<file path="src/rtl/spw_tx_arbiter_if.sv">
// Handshake bundle between the packet/time-code sources, the arbiter and the SpaceWire TX core.
// master = arbiter side, slave = source/TX-core side.
interface spw_tx_arbiter_if;
  logic [8:0] src0_data, src1_data;
  logic       src0_valid, src1_valid;
  logic       src0_ready, src1_ready;
  logic [7:0] tc_data;
  logic       tc_valid, tc_ready;
  logic [8:0] data_tx_to_w;
  logic       data_en_to_w, data_tx_ready;
  logic [7:0] timec_tx_to_w;
  logic       timec_en_to_tx, timec_tx_ready;
  logic [1:0] grant;
  logic       timeout_pulse, abort_pulse;

  modport master (
    input  src0_data, src1_data, src0_valid, src1_valid, tc_data, tc_valid,
           data_tx_ready, timec_tx_ready,
    output src0_ready, src1_ready, tc_ready, data_tx_to_w, data_en_to_w,
           timec_tx_to_w, timec_en_to_tx, grant, timeout_pulse, abort_pulse
  );

  modport slave (
    output src0_data, src1_data, src0_valid, src1_valid, tc_data, tc_valid,
           data_tx_ready, timec_tx_ready,
    input  src0_ready, src1_ready, tc_ready, data_tx_to_w, data_en_to_w,
           timec_tx_to_w, timec_en_to_tx, grant, timeout_pulse, abort_pulse
  );
endinterface

</file>
<file path="src/rtl/spw_tx_arbiter.sv">
// Packet-atomic round-robin arbiter sharing one SpaceWire TX between two N-char sources,
// with stall-timeout EEP injection, link-loss discard and an independent time-code path.
module spw_tx_arbiter #(
  parameter int TIMEOUT = 1024
) (
  input  logic clk_clk,
  input  logic reset_reset,
  input  logic link_running,
  spw_tx_arbiter_if.master bus
);
  localparam int            CW     = $clog2(TIMEOUT + 1);
  localparam logic [CW-1:0] TO_MAX = CW'(TIMEOUT);
  localparam logic [CW-1:0] TO_HIT = CW'(TIMEOUT - 1);
  localparam logic [8:0]    EEP    = 9'h101;

  typedef enum logic [1:0] {IDLE, PKT, INJECT, DISCARD} state_t;
  state_t state, state_nxt;

  logic          last_grant;  // 1: src1 owned the previous packet
  logic [CW-1:0] stall_cnt;

  logic [1:0][8:0] src_data;
  logic [1:0]      src_valid, src_ready;
  logic            sel, g_valid, slot_free;
  logic [8:0]      g_data;
  logic            req, pick1, take, load_chr, load_eep, abort, pkt_end;

  assign src_data       = {bus.src1_data, bus.src0_data};
  assign src_valid      = {bus.src1_valid, bus.src0_valid};
  assign bus.src0_ready = src_ready[0];
  assign bus.src1_ready = src_ready[1];

  assign sel       = bus.grant[1];
  assign g_valid   = |(src_valid & bus.grant);
  assign g_data    = src_data[sel];
  assign slot_free = ~bus.data_en_to_w | bus.data_tx_ready;

  assign req   = link_running & (|src_valid);
  assign pick1 = src_valid[1] & (~src_valid[0] | ~last_grant);

  always_ff @(posedge clk_clk) begin
    if (reset_reset) state <= IDLE;
    else             state <= state_nxt;
  end

  always_comb begin
    state_nxt = state;
    case (state)
      IDLE:    if (req) state_nxt = PKT;
      PKT: begin
        if (abort)         state_nxt = DISCARD;
        else if (pkt_end)  state_nxt = IDLE;
        else if (load_eep) state_nxt = INJECT;
      end
      INJECT:  if (abort || bus.data_tx_ready) state_nxt = DISCARD;
      DISCARD: if (pkt_end) state_nxt = IDLE;
      default: state_nxt = IDLE;
    endcase
  end

  // Source readiness is gated by link_running in PKT so no char is consumed in the
  // abort cycle; an end char swallowed there would leave DISCARD waiting forever.
  always_comb begin
    src_ready = '0;
    take      = 1'b0;
    load_chr  = 1'b0;
    load_eep  = 1'b0;
    abort     = 1'b0;
    pkt_end   = 1'b0;
    case (state)
      PKT: begin
        if (!link_running) abort = 1'b1;
        else begin
          src_ready = bus.grant & {2{slot_free}};
          take      = g_valid & slot_free;
          load_chr  = take;
          // Fire on the stall cycle that brings the count to TIMEOUT.
          load_eep  = ~g_valid & slot_free & (stall_cnt >= TO_HIT);
          pkt_end   = take & g_data[8];
        end
      end
      INJECT:  abort = ~link_running;
      DISCARD: begin
        src_ready = bus.grant;
        take      = g_valid;
        pkt_end   = take & g_data[8];
      end
      default: ;
    endcase
  end

  always_ff @(posedge clk_clk) begin
    if (reset_reset) begin
      bus.grant         <= 2'b00;
      last_grant        <= 1'b1;
      stall_cnt         <= '0;
      bus.data_tx_to_w  <= '0;
      bus.data_en_to_w  <= 1'b0;
      bus.timeout_pulse <= 1'b0;
      bus.abort_pulse   <= 1'b0;
    end else begin
      bus.timeout_pulse <= load_eep;
      bus.abort_pulse   <= abort;

      if (state == IDLE && req) bus.grant <= pick1 ? 2'b10 : 2'b01;
      else if (pkt_end) begin
        bus.grant  <= 2'b00;
        last_grant <= sel;
      end

      if (state != PKT || take) stall_cnt <= '0;
      else if (!g_valid && stall_cnt != TO_MAX) stall_cnt <= stall_cnt + 1'b1;

      if (abort) bus.data_en_to_w <= 1'b0;
      else if (load_chr) begin
        bus.data_tx_to_w <= g_data;
        bus.data_en_to_w <= 1'b1;
      end else if (load_eep) begin
        bus.data_tx_to_w <= EEP;
        bus.data_en_to_w <= 1'b1;
      end else if (bus.data_tx_ready) bus.data_en_to_w <= 1'b0;
    end
  end

  assign bus.tc_ready = link_running & (~bus.timec_en_to_tx | bus.timec_tx_ready);

  always_ff @(posedge clk_clk) begin
    if (reset_reset) begin
      bus.timec_tx_to_w  <= '0;
      bus.timec_en_to_tx <= 1'b0;
    end else if (!link_running) bus.timec_en_to_tx <= 1'b0;
    else if (bus.tc_valid && bus.tc_ready) begin
      bus.timec_tx_to_w  <= bus.tc_data;
      bus.timec_en_to_tx <= 1'b1;
    end else if (bus.timec_tx_ready) bus.timec_en_to_tx <= 1'b0;
  end
endmodule

</file>
<file path="src/flat_wrapper.sv">
// flat-port wrapper written by rule: the top's interface ports become plain ports
module spw_tx_arbiter_flat 
#(
  parameter int TIMEOUT = 1024
)
  (clk_clk, reset_reset, link_running, bus_src0_data, bus_src1_data, bus_src0_valid, bus_src1_valid, bus_tc_data, bus_tc_valid, bus_data_tx_ready, bus_timec_tx_ready, bus_src0_ready, bus_src1_ready, bus_tc_ready, bus_data_tx_to_w, bus_data_en_to_w, bus_timec_tx_to_w, bus_timec_en_to_tx, bus_grant, bus_timeout_pulse, bus_abort_pulse);
  spw_tx_arbiter_if bus_i ();
  input  logic clk_clk;
  input  logic reset_reset;
  input  logic link_running;
  input wire logic [$bits(bus_i.src0_data)-1:0] bus_src0_data;
  input wire logic [$bits(bus_i.src1_data)-1:0] bus_src1_data;
  input wire logic [$bits(bus_i.src0_valid)-1:0] bus_src0_valid;
  input wire logic [$bits(bus_i.src1_valid)-1:0] bus_src1_valid;
  input wire logic [$bits(bus_i.tc_data)-1:0] bus_tc_data;
  input wire logic [$bits(bus_i.tc_valid)-1:0] bus_tc_valid;
  input wire logic [$bits(bus_i.data_tx_ready)-1:0] bus_data_tx_ready;
  input wire logic [$bits(bus_i.timec_tx_ready)-1:0] bus_timec_tx_ready;
  output wire logic [$bits(bus_i.src0_ready)-1:0] bus_src0_ready;
  output wire logic [$bits(bus_i.src1_ready)-1:0] bus_src1_ready;
  output wire logic [$bits(bus_i.tc_ready)-1:0] bus_tc_ready;
  output wire logic [$bits(bus_i.data_tx_to_w)-1:0] bus_data_tx_to_w;
  output wire logic [$bits(bus_i.data_en_to_w)-1:0] bus_data_en_to_w;
  output wire logic [$bits(bus_i.timec_tx_to_w)-1:0] bus_timec_tx_to_w;
  output wire logic [$bits(bus_i.timec_en_to_tx)-1:0] bus_timec_en_to_tx;
  output wire logic [$bits(bus_i.grant)-1:0] bus_grant;
  output wire logic [$bits(bus_i.timeout_pulse)-1:0] bus_timeout_pulse;
  output wire logic [$bits(bus_i.abort_pulse)-1:0] bus_abort_pulse;
  assign bus_i.src0_data = bus_src0_data;
  assign bus_i.src1_data = bus_src1_data;
  assign bus_i.src0_valid = bus_src0_valid;
  assign bus_i.src1_valid = bus_src1_valid;
  assign bus_i.tc_data = bus_tc_data;
  assign bus_i.tc_valid = bus_tc_valid;
  assign bus_i.data_tx_ready = bus_data_tx_ready;
  assign bus_i.timec_tx_ready = bus_timec_tx_ready;
  assign bus_src0_ready = bus_i.src0_ready;
  assign bus_src1_ready = bus_i.src1_ready;
  assign bus_tc_ready = bus_i.tc_ready;
  assign bus_data_tx_to_w = bus_i.data_tx_to_w;
  assign bus_data_en_to_w = bus_i.data_en_to_w;
  assign bus_timec_tx_to_w = bus_i.timec_tx_to_w;
  assign bus_timec_en_to_tx = bus_i.timec_en_to_tx;
  assign bus_grant = bus_i.grant;
  assign bus_timeout_pulse = bus_i.timeout_pulse;
  assign bus_abort_pulse = bus_i.abort_pulse;
  spw_tx_arbiter #(.TIMEOUT(TIMEOUT)) u_core (.clk_clk(clk_clk), .reset_reset(reset_reset), .link_running(link_running), .bus(bus_i));
endmodule
</file>
<file path="config.mk">
export PLATFORM = sky130hd
export DESIGN_NAME = spw_tx_arbiter_flat
export DESIGN_NICKNAME = d
export VERILOG_FILES = /design/src/rtl/spw_tx_arbiter_if.sv /design/src/rtl/spw_tx_arbiter.sv /design/src/flat_wrapper.sv
export SDC_FILE = /design/constraint.sdc
export NUM_CORES = 1
export LEC_CHECK = 0
export ABC_AREA = 1
export BUFFER_PORTS_ARGS = -buffer_cell sky130_fd_sc_hd__buf_2
export CAP_MARGIN = 20
export CORE_UTILIZATION = 54
export CTS_CLUSTER_DIAMETER = 40
export DETAILED_ROUTE_END_ITERATION = 6
export GPL_ROUTABILITY_DRIVEN = 0
export PLACE_DENSITY = 0.84
export SLEW_MARGIN = 15
export SYNTH_ARGS = -nofsm -noshare
export SYNTH_HDL_FRONTEND = slang
export SYNTH_SLANG_ARGS = --single-unit
</file>
<file path="constraint.sdc">
create_clock -name clk_clk -period 3.65 [get_ports clk_clk]
set_input_delay 0.1825 -clock clk_clk [delete_from_list [all_inputs] [get_ports clk_clk]]
set_output_delay 0.1825 -clock clk_clk [all_outputs]
set_load 0.1 [all_outputs]
</file>
### After elaboration in Yosys (flattened, before gate mapping)

Index checks and enable logic that the tools add are counted.

* flip-flop bits (word level): 37

* bitwise gates (word level): 21
* reduce and logical (&&, ||, !) cells: 20
* add/subtract/negate cells: 1
* mux-type cells: 29
* order comparisons: 2
* eq/ne operators: 9

Operators by type and width (number)
* $mux 9: 4
* $mux 2: 9
* $add 11x1->11 const B: 1
* $ge 11x10->1 const B: 1
* $mux 1: 11
* $ne 11x11->1 const B: 1
* $reduce_or 2->1: 5
* $and 1x1->1: 8
* $ne 2x1->1 const B: 4
* $not 1->1: 8
* $pmux 2 s4: 1
* $pmux 1 s2: 3
* $reduce_and 2->1: 3
* $reduce_bool 2->1: 3
* $and 2x2->2: 2
* $eq 2x2->1 const B: 2
* $ne 4x1->1 const B: 1
* $pmux 2 s2: 1
* $reduce_and 4->1: 1
* $logic_and 1x1->1: 3
* $or 1x1->1: 3
* $reduce_bool 3->1: 1
* $eq 2x1->1 const B: 1
* $logic_not 2->1: 1
* other kinds (3): 4

### Logic depth before layout (Yosys ltp)

* depth after elaboration: 11
* mapped depth: 14
* depth with buffers taken out: 14

### Worst setup path before layout

OpenSTA, ideal clock, no wires.

* path type: reg2out
* start point: register u_core.bus.grant[1] (netlist name)
* end point: output bus_src1_ready
* stages on the path, launching flop included: 4
* path buffers: 1
* arrival: 2558 ps
* slack: 909 ps
* data required time: 3467 ps
* cell sequence: dfxtp_1 inv_2 buf_6 nor2_1

* cells in the longest elaborated chain, start to end: 3

RTL lines
* from (decl): line spw_tx_arbiter_if.sv:20 `timec_tx_to_w, timec_en_to_tx, grant, timeout_pulse, abort_pulse`
* from (signal assigned): line spw_tx_arbiter.sv:105 `if (state == IDLE && req) bus.grant <= pick1 ? 2'b10 : 2'b01;`
* $and 2x2->2: line spw_tx_arbiter.sv:74 `src_ready = bus.grant & {2{slot_free}};`
* $mux 2: line spw_tx_arbiter.sv:72 `if (!link_running) abort = 1'b1;`
* $pmux 2 s2 *: line spw_tx_arbiter.sv:70 `case (state)`
* to (decl): line flat_wrapper.sv:20 `output wire logic [$bits(bus_i.src1_ready)-1:0] bus_src1_ready;`

Mark *: on every way between the ends. The rest lies on a longest branch, timed or not.

==> flow_summary.ini <==
[worst_setup_path]
critical_path_class = register to output pin
cp-end-kind = output pin
worstPathMaxFanout = 5
arrival_ps = 1980
required_ps = 3470
critPathLaunchType = register
critical_path.cell_chain = inv_1 -> ha_1 -> nand2_1 -> inv_1 -> nand2_1 -> nand2_2 -> inv_1 -> nor2_1 -> buf_2
critPathMaxStageDelay_ps = 440
cp_common_cell = inv_1
r2r_slack_ps = 1770
crit_slowest_cell = buf_2

[detailed_routing]
route.detailed.drc = 0
drt.antenna.violating_nets = 0
drt_iter0_drc = 110
drt_pass1_iterations = 4
vias = 1870
via_per_inst = 4.93
wire_per_inst_um = 10.8
wl_um = 4090

[clocking]
clk_latency_ps = 350
clock_path_buffers = 2
cts_resized = 0
cts_max_level = 2
clkTransAtPathRegs_ps = 130
postCtsHoldBufs = 0
root_buffer = clkbuf_4
cts_setup_buffers = 0
cts_tree = built
cts_buffers = 5
clock-sinks = 37

[global_route]
grt_pass1_wl_um = 6270
antenna_found_initial = 0
gr-total-overflow = 0
track_usage_pct = 22.8
grt_pass1_vias = 1464
grt_max_degree = 22

[timing]
fin_setup_tns_ps = 0
worstMarginPinSlew_ps = 493
fin_worst_skew_ps = 15.7
fmax_mhz = 463
slew_violations = 0
fin_crit_ps = 2160
grt_setup_unrepaired = false
hold_ws_ps = 75.0
fin_crit_sh_pct = 59.2
relSlewSlack_pct = 67.4
finalSetupViolCount = 0
setup_ws_ps = 1490
hold_violations = 0

[cells_and_area]
drive_gt1_share_pct = 25.2
utilization_pct = 68.7
antennaDiodeCount = 0
n_fill_cell = 301
stdcell_area_mm2 = 0.00229
syn_to_final_growth_pct = 21.1
nNetsFinal = 373

[logic_synthesis]
syn_nets = 313
synthDistinctLibCells = 30
ys_warn_count = 0
yosysSeqAreaShare_pct = 39.1
synth-seq-cells = 37
synth_area_per_cell_um2 = 6.96
yosys.area.top_type = dfxtp_1
syn_inst = 272
syn_area_mm2 = 0.00189
synth.area.top_cells = dfxtp_1, nand2_1, inv_1, a21oi_1, nor2_1
synth_top_area_share_pct = 39.1

[pwr]
p_per_area_mw_per_mm2 = 504
ir_drop_uv = 337
leakagePower_uw = 0.00111

[die]
io_pins = 60
core_area_mm2 = 0.00334
die_x_um = 61.2
die_area_mm2 = 0.00375
die_h_um = 61.2
rows = 21
start_util_pct = 56.7

[run_status]
status = finished, final reports clean

[placed_design]
dp_hpwl_um = 3100
dp_worst_setup_slack_ps = 1830
postPlaceCellArea_mm2 = 0.00221
numPortBuffers = 59

[flow_run]
drv_cap = 0

[worst_hold_path]
min_path_type = input pin to register
## metrics by stage
step | cells | total power (uW)
after global routing | 379 | 1220
after CTS | 379 | 1160
after floorplan | 272 | 795
after global placement | 371 | 865
after detailed placement | 371 | 870
final | 379 | 1150
## critical path: cells and delay by family, from the launching register on
family | cells | cell delay (ps)
buffers and inverters | 4 | 690
and+or+nand+nor | 4 | 360
DFF | 1 | 340
adders and majority gates | 1 | 250
## path summary, 6_finish.rpt
path / cells after the start / start / end
worst max-delay path: 9 / register / bus_src1_ready
worst min-delay path: 3 / bus_tc_data[3] / u_core.bus.timec_tx_to_w[3]$_SDFFE_PP0P_
worst max register to register: 8 / u_core.bus.grant[1]$_SDFFE_PP0P_ / u_core.stall_cnt[3]$_SDFFE_PP0P_
worst min register to register: 2 / u_core.bus.timec_tx_to_w[1]$_SDFFE_PP0P_ / u_core.bus.timec_tx_to_w[1]$_SDFFE_PP0P_
## synth_stat cells (all sizes together)
cell type,count
nand2,77
dfxtp,37
inv,37
nor2,29
a21oi,27
nand3,20
o21ai,13
ha,7
nor3,6
clkbuf,4
nand4,3
buf,2
a2111oi,1
a211oi,1
a31oi,1
and3,1
o211ai,1
o21a,1
o21ba,1
o21bai,1
o221ai,1
xor2,1
## cell type report
type	count	area (um2)	area share, %
Clock inverter	3	46.3	2.02
Clock buffer	5	37.5	1.64
Inverter	37	139	6.06
Tap cell	46	57.6	2.51
Timing Repair Buffer	59	295	12.9
Sequential cell	37	741	32.3
Multi-Input combinational cell	192	976	42.6
## power breakdown
part	total (uW)	internal [uW]	switching [uW]
clock network	292	145	147
logic	408	110	298
registers	455	432	23.0
## cells in the final DEF (no fill, tap or decap)
master      Yosys  routed
o21bai_1        1       1
a211oi_1        1       1
clkinv_4        0       1
a31oi_1         1       1
a21oi_1        25      25
dfxtp_1        37      37
nand4_1         3       3
o221ai_1        1       1
o21ai_0        10      10
clkinvlp_4      0       1
ha_1            7       7
nor2_1         29      29
nand3_1        18      18
buf_2           0      59
and3_2          1       1
a2111oi_2       1       1
o21ba_2         1       1
o21a_1          1       1
o21ai_2         1       1
nand2_2         6       6
clkbuf_4        0       5
o21ai_4         1       1
bufinv_16       0       1
o21ai_1         1       1
nor3_1          6       6
a21oi_2         2       2
nand2_1        71      71
o211ai_1        1       1
inv_2           2       2
nand3_2         1       1
xor2_1          1       1
inv_1          35      35
nand3_4         1       1
## metal layers
layer / up-vias / GRT usage [%] / share of wire, %
met5: - / 0 / 0
met4: 0 / 8.77 / 0.39
met3: 2 / 5.04 / 6.2
met2: 59 / 36.5 / 46
met1: 819 / 30.1 / 47
li1: 990 / - / -
## registers in the layout (all words and copies together) (netlist names), named ones only
name and count:
u_core.last_grant 1, u_core.bus.timec_en_to_tx 1, u_core.state 1, u_core.stall_cnt 11, u_core.bus.timec_tx_to_w 8, u_core.bus.abort_pulse 1, u_core.bus.data_tx_to_w 9, u_core.bus.timeout_pulse 1
u_core.bus.grant 2, u_core.bus.data_en_to_w 1
## kinds of logic after synthesis
kind of cell / Yosys count / share of synthesized area, %
AO/OA/AOI/OAI: 48 / 15.5
XOR/XNOR: 1 / 0.463
adder cells (fa/ha/maj): 7 / 4.63
buffers and inverters: 43 / 9.32
flip-flops: 37 / 39.1
AND/OR/NAND/NOR: 136 / 31.0
(Power assumes the default switching activity.)
